$ cat config.mk
export PLATFORM = sky130hd
export DESIGN_NAME = delay_timer_n_flat
export DESIGN_NICKNAME = d
export VERILOG_FILES = /design/src/rtl/delay_timer_n_if.sv /design/src/rtl/delay_timer_n.sv /design/src/flat_wrapper.sv
export SDC_FILE = /design/constraint.sdc
export NUM_CORES = 1
export LEC_CHECK = 0
export CAP_MARGIN = 20
export CORE_AREA = 3 3 40 42
export DETAILED_ROUTE_END_ITERATION = 8
export DIE_AREA = 0 0 43 45
export MAX_ROUTING_LAYER = met4
export SYNTH_ARGS = -nofsm -noshare
export SYNTH_HDL_FRONTEND = slang
export SYNTH_SLANG_ARGS = --single-unit
$ cat constraint.sdc
create_clock -name clk -period 2.95 [get_ports clk]
set_clock_uncertainty 0.1 [all_clocks]
set_input_delay 0.59 -clock clk [delete_from_list [all_inputs] [get_ports clk]]
set_output_delay 0.59 -clock clk [all_outputs]
set_load 0.1 [all_outputs]
$ cat src/rtl/delay_timer_n_if.sv
// Control/status bundle for delay_timer_n.
// The master drives the timer controls. The slave is the timer itself,
// which returns the count and status.
interface delay_timer_n_if #(
    parameter int WIDTH = 3
);
    logic             start;
    logic [WIDTH-1:0] limit;
    logic             mode;
    logic             pause;
    logic             abort;
    logic [WIDTH-1:0] count;
    logic             busy;
    logic             delay;
    logic             done;

    modport master (
        output start, limit, mode, pause, abort,
        input  count, busy, delay, done
    );

    modport slave (
        input  start, limit, mode, pause, abort,
        output count, busy, delay, done
    );
endinterface

$ cat src/rtl/delay_timer_n.sv
// Programmable delay counter with periodic and one-shot modes.
// It counts from 0 to a captured limit and pulses `delay` for one cycle at each
// terminal count. Every output is a register, so no path runs from an input
// straight to an output.
module delay_timer_n #(
    parameter int WIDTH = 3
) (
    input  logic           clk,
    input  logic           clear,
    delay_timer_n_if.slave bus
);

    typedef enum logic [1:0] {
        IDLE = 2'd0,
        RUN  = 2'd1,
        DONE = 2'd2
    } state_t;

    state_t           state;
    logic [WIDTH-1:0] lim_q;
    logic             mode_q;
    logic [WIDTH-1:0] count;
    logic             busy;
    logic             delay;
    logic             done;

    // The terminal compare uses the captured limit, never the live input.
    // This keeps limit changes during a run from affecting that run.
    logic at_limit;
    assign at_limit = (count == lim_q);

    // Single state machine. Priority is clear > abort > start > pause > count.
    // Wrapping to 0 is done explicitly, so lim_q = all-ones never relies on
    // counter overflow.
    always_ff @(posedge clk) begin
        if (clear) begin
            state  <= IDLE;
            lim_q  <= '0;
            mode_q <= 1'b0;
            count  <= '0;
            busy   <= 1'b0;
            delay  <= 1'b0;
            done   <= 1'b0;
        end else if (bus.abort) begin
            // In IDLE these values already hold, so abort there changes nothing.
            // It still blocks a simultaneous start.
            state <= IDLE;
            count <= '0;
            busy  <= 1'b0;
            delay <= 1'b0;
            done  <= 1'b0;
        end else if (bus.start) begin
            // A restart also overrides any terminal event in this cycle.
            state  <= RUN;
            lim_q  <= bus.limit;
            mode_q <= bus.mode;
            count  <= '0;
            busy   <= 1'b1;
            delay  <= 1'b0;
            done   <= 1'b0;
        end else begin
            unique case (state)
                RUN: begin
                    if (bus.pause) begin
                        delay <= 1'b0;
                    end else if (at_limit) begin
                        delay <= 1'b1;
                        if (mode_q) begin
                            // One-shot: count stays at the limit.
                            state <= DONE;
                            busy  <= 1'b0;
                            done  <= 1'b1;
                        end else begin
                            count <= '0;
                        end
                    end else begin
                        count <= count + WIDTH'(1);
                        delay <= 1'b0;
                    end
                end
                DONE: begin
                    delay <= 1'b0;
                end
                default: begin
                    // IDLE, and also recovery from any unreachable encoding.
                    state <= IDLE;
                    count <= '0;
                    busy  <= 1'b0;
                    delay <= 1'b0;
                    done  <= 1'b0;
                end
            endcase
        end
    end

    assign bus.count = count;
    assign bus.busy  = busy;
    assign bus.delay = delay;
    assign bus.done  = done;

endmodule

$ cat src/flat_wrapper.sv
// flat-port wrapper written by rule: the top's interface ports become plain ports
module delay_timer_n_flat 
#(
    parameter int WIDTH = 3
)
  (clk, clear, bus_start, bus_limit, bus_mode, bus_pause, bus_abort, bus_count, bus_busy, bus_delay, bus_done);
  delay_timer_n_if #(.WIDTH(WIDTH)) bus_i ();
  input  logic clk;
  input  logic clear;
  input wire logic [$bits(bus_i.start)-1:0] bus_start;
  input wire logic [$bits(bus_i.limit)-1:0] bus_limit;
  input wire logic [$bits(bus_i.mode)-1:0] bus_mode;
  input wire logic [$bits(bus_i.pause)-1:0] bus_pause;
  input wire logic [$bits(bus_i.abort)-1:0] bus_abort;
  output wire logic [$bits(bus_i.count)-1:0] bus_count;
  output wire logic [$bits(bus_i.busy)-1:0] bus_busy;
  output wire logic [$bits(bus_i.delay)-1:0] bus_delay;
  output wire logic [$bits(bus_i.done)-1:0] bus_done;
  assign bus_i.start = bus_start;
  assign bus_i.limit = bus_limit;
  assign bus_i.mode = bus_mode;
  assign bus_i.pause = bus_pause;
  assign bus_i.abort = bus_abort;
  assign bus_count = bus_i.count;
  assign bus_busy = bus_i.busy;
  assign bus_delay = bus_i.delay;
  assign bus_done = bus_i.done;
  delay_timer_n #(.WIDTH(WIDTH)) u_core (.clk(clk), .clear(clear), .bus(bus_i));
endmodule
# [Word-level counts from Yosys, hierarchy flattened]
# Cells that the tools add are included.
# Widths: inputs -> output; s select.
[classes] add_sub_neg=1 bitwise=3 muxes=19 reduce_logical=7 eq_ne=11
[op_table] operator="$mux 1" n=9
[op_table] operator="$mux 3" n=3
[op_table] operator="$reduce_and 4->1" n=2
[op_table] operator="$mux 2" n=3
[op_table] operator="$ne 3x2->1 const B" n=2
[op_table] operator="$ne 3x3->1 const B" n=2
[op_table] operator="$pmux 3 s2" n=1
[op_table] operator="$reduce_or 5->1" n=1
[op_table] operator="$ne 2x1->1 const B" n=2
[op_table] operator="$ne 2x2->1 const B" n=2
[op_table] operator="$pmux 1 s2" n=2
[op_table] operator="$pmux 2 s2" n=1
[op_table] operator="$add 3x1->3 const B" n=1
[op_table] operator="$eq 3x3->1" n=1
[op_table] operator="$not 1->1" n=3
[op_table] operator="$reduce_and 3->1" n=1
[op_table] operator="$reduce_or 3->1" n=1
[op_table] operator="$eq 2x1->1 const B" n=1
[op_table] operator="$eq 2x2->1 const B" n=1
[op_table] operator="$reduce_and 2->1" n=1
[op_table] operator="$reduce_or 2->1" n=1
[word_totals] ff_bits=12 output_inout_bits=6 inputBits=9 wordCells=49

# [Depth between registers and ports, before layout]
# Gate-level depths: netlist (run 1).
[logic_depth] depth_word=5 mapped_depth=4 depth_no_buf=4

# [Least setup slack after synthesis (run 1)]
# No wires, ideal clock.
[synth_path] path_type="register -> register" start="register u_core.count[2] (netlist: u_core.bus.count[2])" end="register u_core.count[0] (netlist: u_core.bus.count[0])" synth_period_minus_slack_ns=1.943 t_required_ns=2.780 path_slack_ns=1.007 path_buffers=0 arrival_ns=1.773 stages_incl_launch_ff=5 path_cell_list="dfxtp_1 xnor2_1 nand4_1 a221o_1 o21ai_1"
[synth_between] elab_chain_cells=4 word_cells_on_any_way=6
[synth_rtl] item="start: declaration" line_no="delay_timer_n.sv:22" text="logic [WIDTH-1:0] count;"
[synth_rtl] item="start signal: assignment" line_no="delay_timer_n.sv:77" text="count <= count + WIDTH'(1);"
[synth_rtl] item="$eq 3x3->1 (*)" line_no="delay_timer_n.sv:30" text="assign at_limit = (count == lim_q);"
[synth_rtl] item="$mux 3" line_no="delay_timer_n.sv:66" text="end else if (at_limit) begin"
[synth_rtl] item="$mux 3" line_no="delay_timer_n.sv:64" text="if (bus.pause) begin"
[synth_rtl] item="$pmux 3 s2" line_no="delay_timer_n.sv:62" text="unique case (state)"
# Every way passes the cells marked *; elsewhere a longest branch is shown, timed or not. The select of a mux whose other input is x is not followed.
# A chain may end at the register's enable or synchronous reset.

# [Worst setup path after layout (run 1)]
[layout_path] start="input port clear" end="register u_core.count[1] (netlist: u_core.bus.count[1])"
[layout_between] elab_chain_cells=1
[layout_rtl] item="start: declaration" line_no="flat_wrapper.sv:9" text="input logic clear;"
[layout_rtl] item="$reduce_or 3->1 (no line)"
# No other way between the ends.

==> results of run 1 <==
==> where the power goes <==
part / internal (mW) / total (mW) / switching, mW
clock: 0.0749 / 0.121 / 0.0463
sequential: 0.138 / 0.141 / 0.00225
combinational: 0.0175 / 0.0354 / 0.0180
total: 0.231 / 0.297 / 0.0665
==> layer usage <==
| layer | routed length, µm | GRT usage [%] | vias to the layer above |
|---|---|---|---|
| li1 | - | - | 209 |
| met1 | 381 | 8.74 | 170 |
| met2 | 390 | 16.2 | 11 |
| met3 | 49 | 2.39 | 2 |
| met4 | 5 | 9.04 | 0 |
| met5 | 0 | - | - |
==> final timing paths <==
path / startpoint / to / slack (ns) / cells after the start
setup reg to reg: u_core.bus.count[1] / u_core.bus.count[1] / 1.59 / 4
hold reg to reg: u_core.bus.count[1] / u_core.bus.count[1] / 0.41 / 2
setup / recovery: clear / u_core.bus.count[1] / 1.15 / 4
hold / removal: u_core.bus.count[1] / u_core.bus.count[1] / 0.41 / 2
==> final cells by class <==
class / count / area share, %
inverter: 4 / 2.37
clock buffer: 4 / 5.72
tap: 15 / 2.96
multi-input combinational: 35 / 37.7
timing repair buffer: 14 / 19.7
sequential: 10 / 31.6
==> metrics by stage <==
step                      hold slack [ns]  std cells  util [%]
after global routing                0.437         82      49.4
final                               0.412         82      49.4
after floorplan                     0.360         49         -
after global placement              0.405         78      46.5
after CTS                           0.415         82      49.4
after detailed placement            0.406         78      46.5
==> cell usage in the layout, fill, tap and decap left out, types with 3 or more instances in the layout <==
cell type / synthesis / final
nand3_1: 3 / 3
nor2_1: 7 / 7
o21ai_1: 3 / 3
buf_4: 0 / 6
clkdlybuf4s50_1: 0 / 8
dfxtp_1: 10 / 10
mux2i_1: 4 / 4
inv_1: 4 / 4
clkbuf_4: 0 / 3
xnor2_1: 3 / 3
==> flip-flops by register name (all words and copies together) (netlist names) <==
register / count
u_core.bus.done: 1
u_core.mode_q: 1
u_core.bus.busy: 1
u_core.bus.delay: 1
u_core.bus.count: 3
u_core.lim_q: 3
==> cells by family (layout without fill, tap and decap cells) <==
family / after synthesis / after routing
simple gates: 19 / 19
compound gates: 8 / 8
mux: 4 / 4
xor+xnor: 3 / 3
flops: 10 / 10
fa+ha+maj: 1 / 1
buf+inv: 4 / 22
==> worst register-to-register path, stage by stage (launching register included) <==
cell     delay [ns]
dfxtp_1        0.35
xnor2_1        0.22
nand4_1        0.16
a221o_1        0.36
o21ai_1        0.12
==> synthesized netlist by cell type (all sizes together) <==
cell | number | area [µm²]
dfxtp | 10 | 200
nor2 | 7 | 26.3
inv | 4 | 15.0
mux2i | 4 | 40.0
nand3 | 3 | 15.0
o21ai | 3 | 15.0
xnor2 | 3 | 26.3
nand2b | 2 | 12.5
nor2b | 2 | 12.5
or3 | 2 | 17.5
a211oi | 1 | 7.51
a21oi | 1 | 5.00
a221o | 1 | 10.0
ha | 1 | 12.5
nand4 | 1 | 6.26
nor3 | 1 | 10.0
nor3b | 1 | 7.51
o211ai | 1 | 7.51
o21bai | 1 | 7.51
==> flow_summary_export.csv, run 1 <==
group,metric,value,unit
clocking,cts_hold_repair.buffers,0,
die,die_height,45,µm
detailed_routing,route.detailed.wl_per_inst,10.1,µm
yosys,warnings_from_yosys,0,
pwr,cellLeakagePower,0.239,nW
finish,multi_input_comb_area,239,µm²
finish,postLayoutCellArea,634,µm²
timing,fmax,556,MHz
timing,timing.final.crit_share,61.0,%
yosys,synthMuxAreaShare,8.82,%
critical_path,critPathMaxFanout,6,
clocking,cts_setup_buffers,0,
detailed_routing,drtAntennaViolNets,0,
yosys,synthesis.instances,49,
yosys,synth.yosys.seq_area_share,44.1,%
pwr,power,0.297,mW
yosys,synth-seq-cells,10,
timing,setup_viol,0,
critical_path,worst_ep_arrival_time,1.90,ns
finish,ff_latch_area,200,µm²
yosys,syn_nets,59,
yosys,synth-xor-area-share,5.79,%
detailed_routing,drc_errors,0,
grt,grt_start_max_net_pins,7,
yosys,yosysUniqueCellTypes,20,
grt,grt_use_total,9.54,%
clocking,cts_buffers,3,
outcome,outcome,"finished, final reports clean",
critical_path,crit_buf_inv,1,
critical_path,crit_chain,"clkdlybuf4s50_1 -> or3_4 -> a221o_1 -> o21ai_1",
die,ios,15,
detailed_routing,detailroute.via_count,392,
timing,worstMarginPinSlew,0.403,ns
placed_design,dp_slack,0.869,ns
placed_design,placement.io_buffers,14,
yosys,synth_simple_gate_area_share,23.7,%
detailed_routing,drtIter0Drc,6,
pwr,max-vdd-ir-drop,0.218,mV
timing,report.final.slew_viol_count,0,
grt,number_of_global_route_vias_before_repair,354,
yosys,synth-compound-area-share,11.6,%
critical_path,critPathLaunchType,"primary input",
clocking,post_cts_resized,0,
finish,area_added_between_synthesis_and_finish,39.7,%
finish,n_antenna_cell,0,
clocking,cts-root-buf,"clkbuf_4",
die,floorplan.initialDensity,35.3,%
grt,grt_overflow,0,
yosys,synthAdderAreaFrac,2.75,%
job,max_cap_viols,0,
timing,final.setup.worst_slack,1.15,ns
critical_path,critPathRequiredTime,3.05,ns
clocking,clock-sinks,10,
finish,layout.filler_cells,132,
timing,final.setup.tns,0,ns
die,core.rowCount,13,
yosys,syn-cell-area,454,µm²
placed_design,hpwl,696,µm
critical_path,cpPeakStageDelay,0.49,ns
pwr,power_density,469,nW/µm²
clocking,clk_path_buf_depth,2,
finish,post_route_cells_drive_above_1_share,17.9,%
clocking,h-tree-depth,1,
grt,global_route_wire_length_before_repair,1290,µm
yosys,synth_area_per_cell,9.27,µm²
worst_hold_path,min-delay-path-class,"reg2reg",
die,overall_die_area,1940,µm²
critical_path,crit_slowest_cell,"clkdlybuf4s50_1",
detailed_routing,post_drt_via_cell_ratio,4.78,
die,die-width,43,µm
placed_design,gp_weighted_congestion,0.691,
placed_design,placed_instance_area,598,µm²
yosys,synth_top_family_by_area,"simple AND/OR/NAND/NOR gates",
critical_path,crit_path_capture_type,"flip-flop",
critical_path,critical_path.top_delay_family,"buffers and inverters",
clocking,clock_insertion_delay_worst_skew,0.26,ns
clocking,tritoncts,"done",
timing,timing_hold_violations_final,0,
die,core_area,1280,µm²
detailed_routing,route.final.wire_length,827,µm
critical_path,critical_path_class,"in2reg",
finish,fin_nets,78,
timing,min_period,1.80,ns
clocking,cts.clk_slew.worst_paths,0.07,ns
timing,rsz0062_at_grt,"no",
timing,timing.slew.headroom,73.0,%
grt,antenna_found_initial,0,
detailed_routing,drt_pass_1_iters,4,
No activity file was read; power rests on OpenSTA's default activity.
==> run 2, diff against run 1 <==
clock period = 1.77 ns   (was 2.95 ns; I/O delays follow)
==> run 2 against run 1 <==
  * Power increased by 54%
  * First-iteration DRC count decreased by 33%
  * Die area unchanged
  * Setup slack got worse by 0.89 ns
  * Non-clock buffer count is 4 higher
  * Highest routed layer unchanged
  * Core utilization up 7.6 points
  * Via count grew 2.8%
  * Critical endpoint unchanged
  * Worst hold slack got worse by 0.012 ns
  * Routed wire length up 0.60%
  * Combinational power up 94%
  * Sequential share of layout area decreased by 3.4 points
  * Register-to-register slack got worse by 1.2 ns
==> flow_summary_export.csv, run 2 (synthesis results as in run 1) <==
group,metric,value,unit
detailed_routing,drt_pass_1_iters,2,
die,ios,15,
clocking,h-tree-depth,1,
pwr,power,0.459,mW
critical_path,critPathLaunchType,"primary input",
worst_hold_path,min-delay-path-class,"reg2reg",
finish,area_added_between_synthesis_and_finish,61.2,%
finish,largestRegisters,"u_core.bus.count x3, u_core.lim_q x3",
die,overall_die_area,1940,µm²
die,die_height,45,µm
pwr,cellLeakagePower,0.270,nW
pwr,max-vdd-ir-drop,0.289,mV
critical_path,crit_path_capture_type,"flip-flop",
grt,grt_overflow,0,
finish,layout.cells.most_common,"clkdlybuf4s50_1",
placed_design,placed_instance_area,709,µm²
critical_path,critical_path.top_delay_family,"compound AO/OA/AOI/OAI gates",
pwr,logic_pwr_share,15.0,%
pwr,internal_power,0.347,mW
clocking,clock-sinks,10,
die,core.rowCount,13,
job,max_cap_viols,0,
outcome,outcome,"finished, final reports clean",
detailed_routing,drc_errors,0,
detailed_routing,drtAntennaViolNets,0,
finish,postLayoutCellArea,732,µm²
detailed_routing,drtIter0Drc,4,
die,core_area,1280,µm²
grt,global_route.peak_usage_layer,"met2",
finish,layout_common_cells,"clkdlybuf4s50_1, nor2_1, buf_12",
pwr,switching_share,24.4,%
clocking,cts.clk_slew.worst_paths,0.06,ns
pwr,switching_power,0.112,mW
timing,report.final.slew_viol_count,0,
clocking,post_cts_resized,0,
timing,timing.final.crit_share,85.3,%
critical_path,critPathMaxFanout,3,
detailed_routing,route.detailed.wl_per_inst,9.79,µm
timing,setup_viol,0,
die,floorplan.initialDensity,35.3,%
pwr,clkPwrFrac,33.8,%
timing,timing.slew.headroom,86.2,%
grt,groute.layer.met3.usage,2.39,%
timing,timing_hold_violations_final,0,
clocking,tritoncts,"done",
critical_path,crit_buf_inv,1,
pwr,power_density,627,nW/µm²
grt,global_route_wire_length_before_repair,1370,µm
pwr,share_seq_of_total_power,51.3,%
clocking,cts_setup_buffers,0,
detailed_routing,route.final.wire_length,832,µm
timing,min_period,1.51,ns
clocking,cts_buffers,3,
clocking,cts_hold_repair.buffers,0,
critical_path,critPathRequiredTime,1.86,ns
detailed_routing,post_drt_via_cell_ratio,4.74,
critical_path,crit_slowest_cell,"clkdlybuf4s50_1",
critical_path,critical_path_class,"in2reg",
finish,fin_nets,82,
placed_design,placement.io_buffers,14,
clocking,clk_path_buf_depth,2,
critical_path,cpPeakStageDelay,0.42,ns
grt,use_met2,14.1,%
finish,n_antenna_cell,0,
grt,antenna_found_initial,0,
detailed_routing,detailroute.via_count,403,
clocking,cts-root-buf,"clkbuf_4",
grt,grt_use_total,10.2,%
grt,grt_start_max_net_pins,6,
finish,post_route_cells_drive_above_1_share,28.6,%
placed_design,hpwl,700,µm
grt,use_met1,12.2,%
timing,hold_ws,0.400,ns
placed_design,dp_cells,82,
timing,fmax,663,MHz
timing,rsz0062_at_grt,"no",
die,die-width,43,µm
grt,number_of_global_route_vias_before_repair,344,
timing,worstMarginPinSlew,0.207,ns
critical_path,crit_chain,"clkdlybuf4s50_1 -> or3_4 -> a221o_1 -> o21ai_1",
clocking,clock_insertion_delay_worst_skew,0.26,ns
critical_path,worst_ep_arrival_time,1.60,ns
finish,fin_cells,85,
placed_design,gp_weighted_congestion,0.675,
run 2: changes by cell type in the layout (fill, tap and decap cells not counted), sizes merged:
cell    before  now
buf          6   10
clkbuf       4    3
run 2: layout make-up:
class,count,area (µm²)
inverters,4,15.0
flip-flops and latches,10,206
multi-input cells,35,239
repair buffers,18,230
fillers,119,553
clock buffers,3,22.5
well taps,15,18.8
run 2: path summary, 6_finish.rpt:
path | startpoint | cells after the start | slack, ns | end
max | bus_start | 4 | 0.26 | u_core.bus.count[1]
min | u_core.bus.count[1] | 2 | 0.40 | u_core.bus.count[1]
max reg2reg | u_core.bus.count[1] | 4 | 0.39 | u_core.bus.count[1]
min reg2reg | u_core.bus.count[1] | 2 | 0.40 | u_core.bus.count[1]
run 2: power groups by stage:
stage	combinational, mW	clock (mW)	sequential, mW
floorplan	0.0230	0	0.249
global placement	0.0687	0	0.240
detailed placement	0.0690	0	0.241
CTS	0.0691	0.160	0.235
global route	0.0742	0.168	0.236
finish	0.0687	0.155	0.235
run 2: metrics by stage:
stage | utilization (%) | TNS [ns] | worst slack [ns]
after floorplan | - | 0 | 0.160
after global placement | 55.2 | 0 | 0.00470
after detailed placement | 55.2 | -0.0329 | -0.0123
after CTS | 57.0 | 0 | 0.257
after global routing | 57.0 | 0 | 0.156
final | 57.0 | 0 | 0.261
run 2: worst reg2reg max path, delay by kind of cell (launching register included):
family	cells	cell delay [ns]
AOI/OAI and AO/OA	2	0.48
DFF	1	0.35
xor gates and xnor gates	1	0.21
and+or+nand+nor	1	0.17
run 2: per-layer routing:
| layer | up-vias | share of wire [%] |
|---|---|---|
| li1 | 214 | - |
| met1 | 174 | 45 |
| met2 | 12 | 45 |
| met3 | 3 | 6.7 |
| met4 | 0 | 2.5 |
| met5 | - | 0 |
==> run 3, diff against run 2 <==
CTS_CLUSTER_SIZE = 25   (was unset)
GPL_ROUTABILITY_DRIVEN = 0   (was unset)
==> results of run 3 <==
The final DEF is identical to that of run 2; final timing and power are the same.
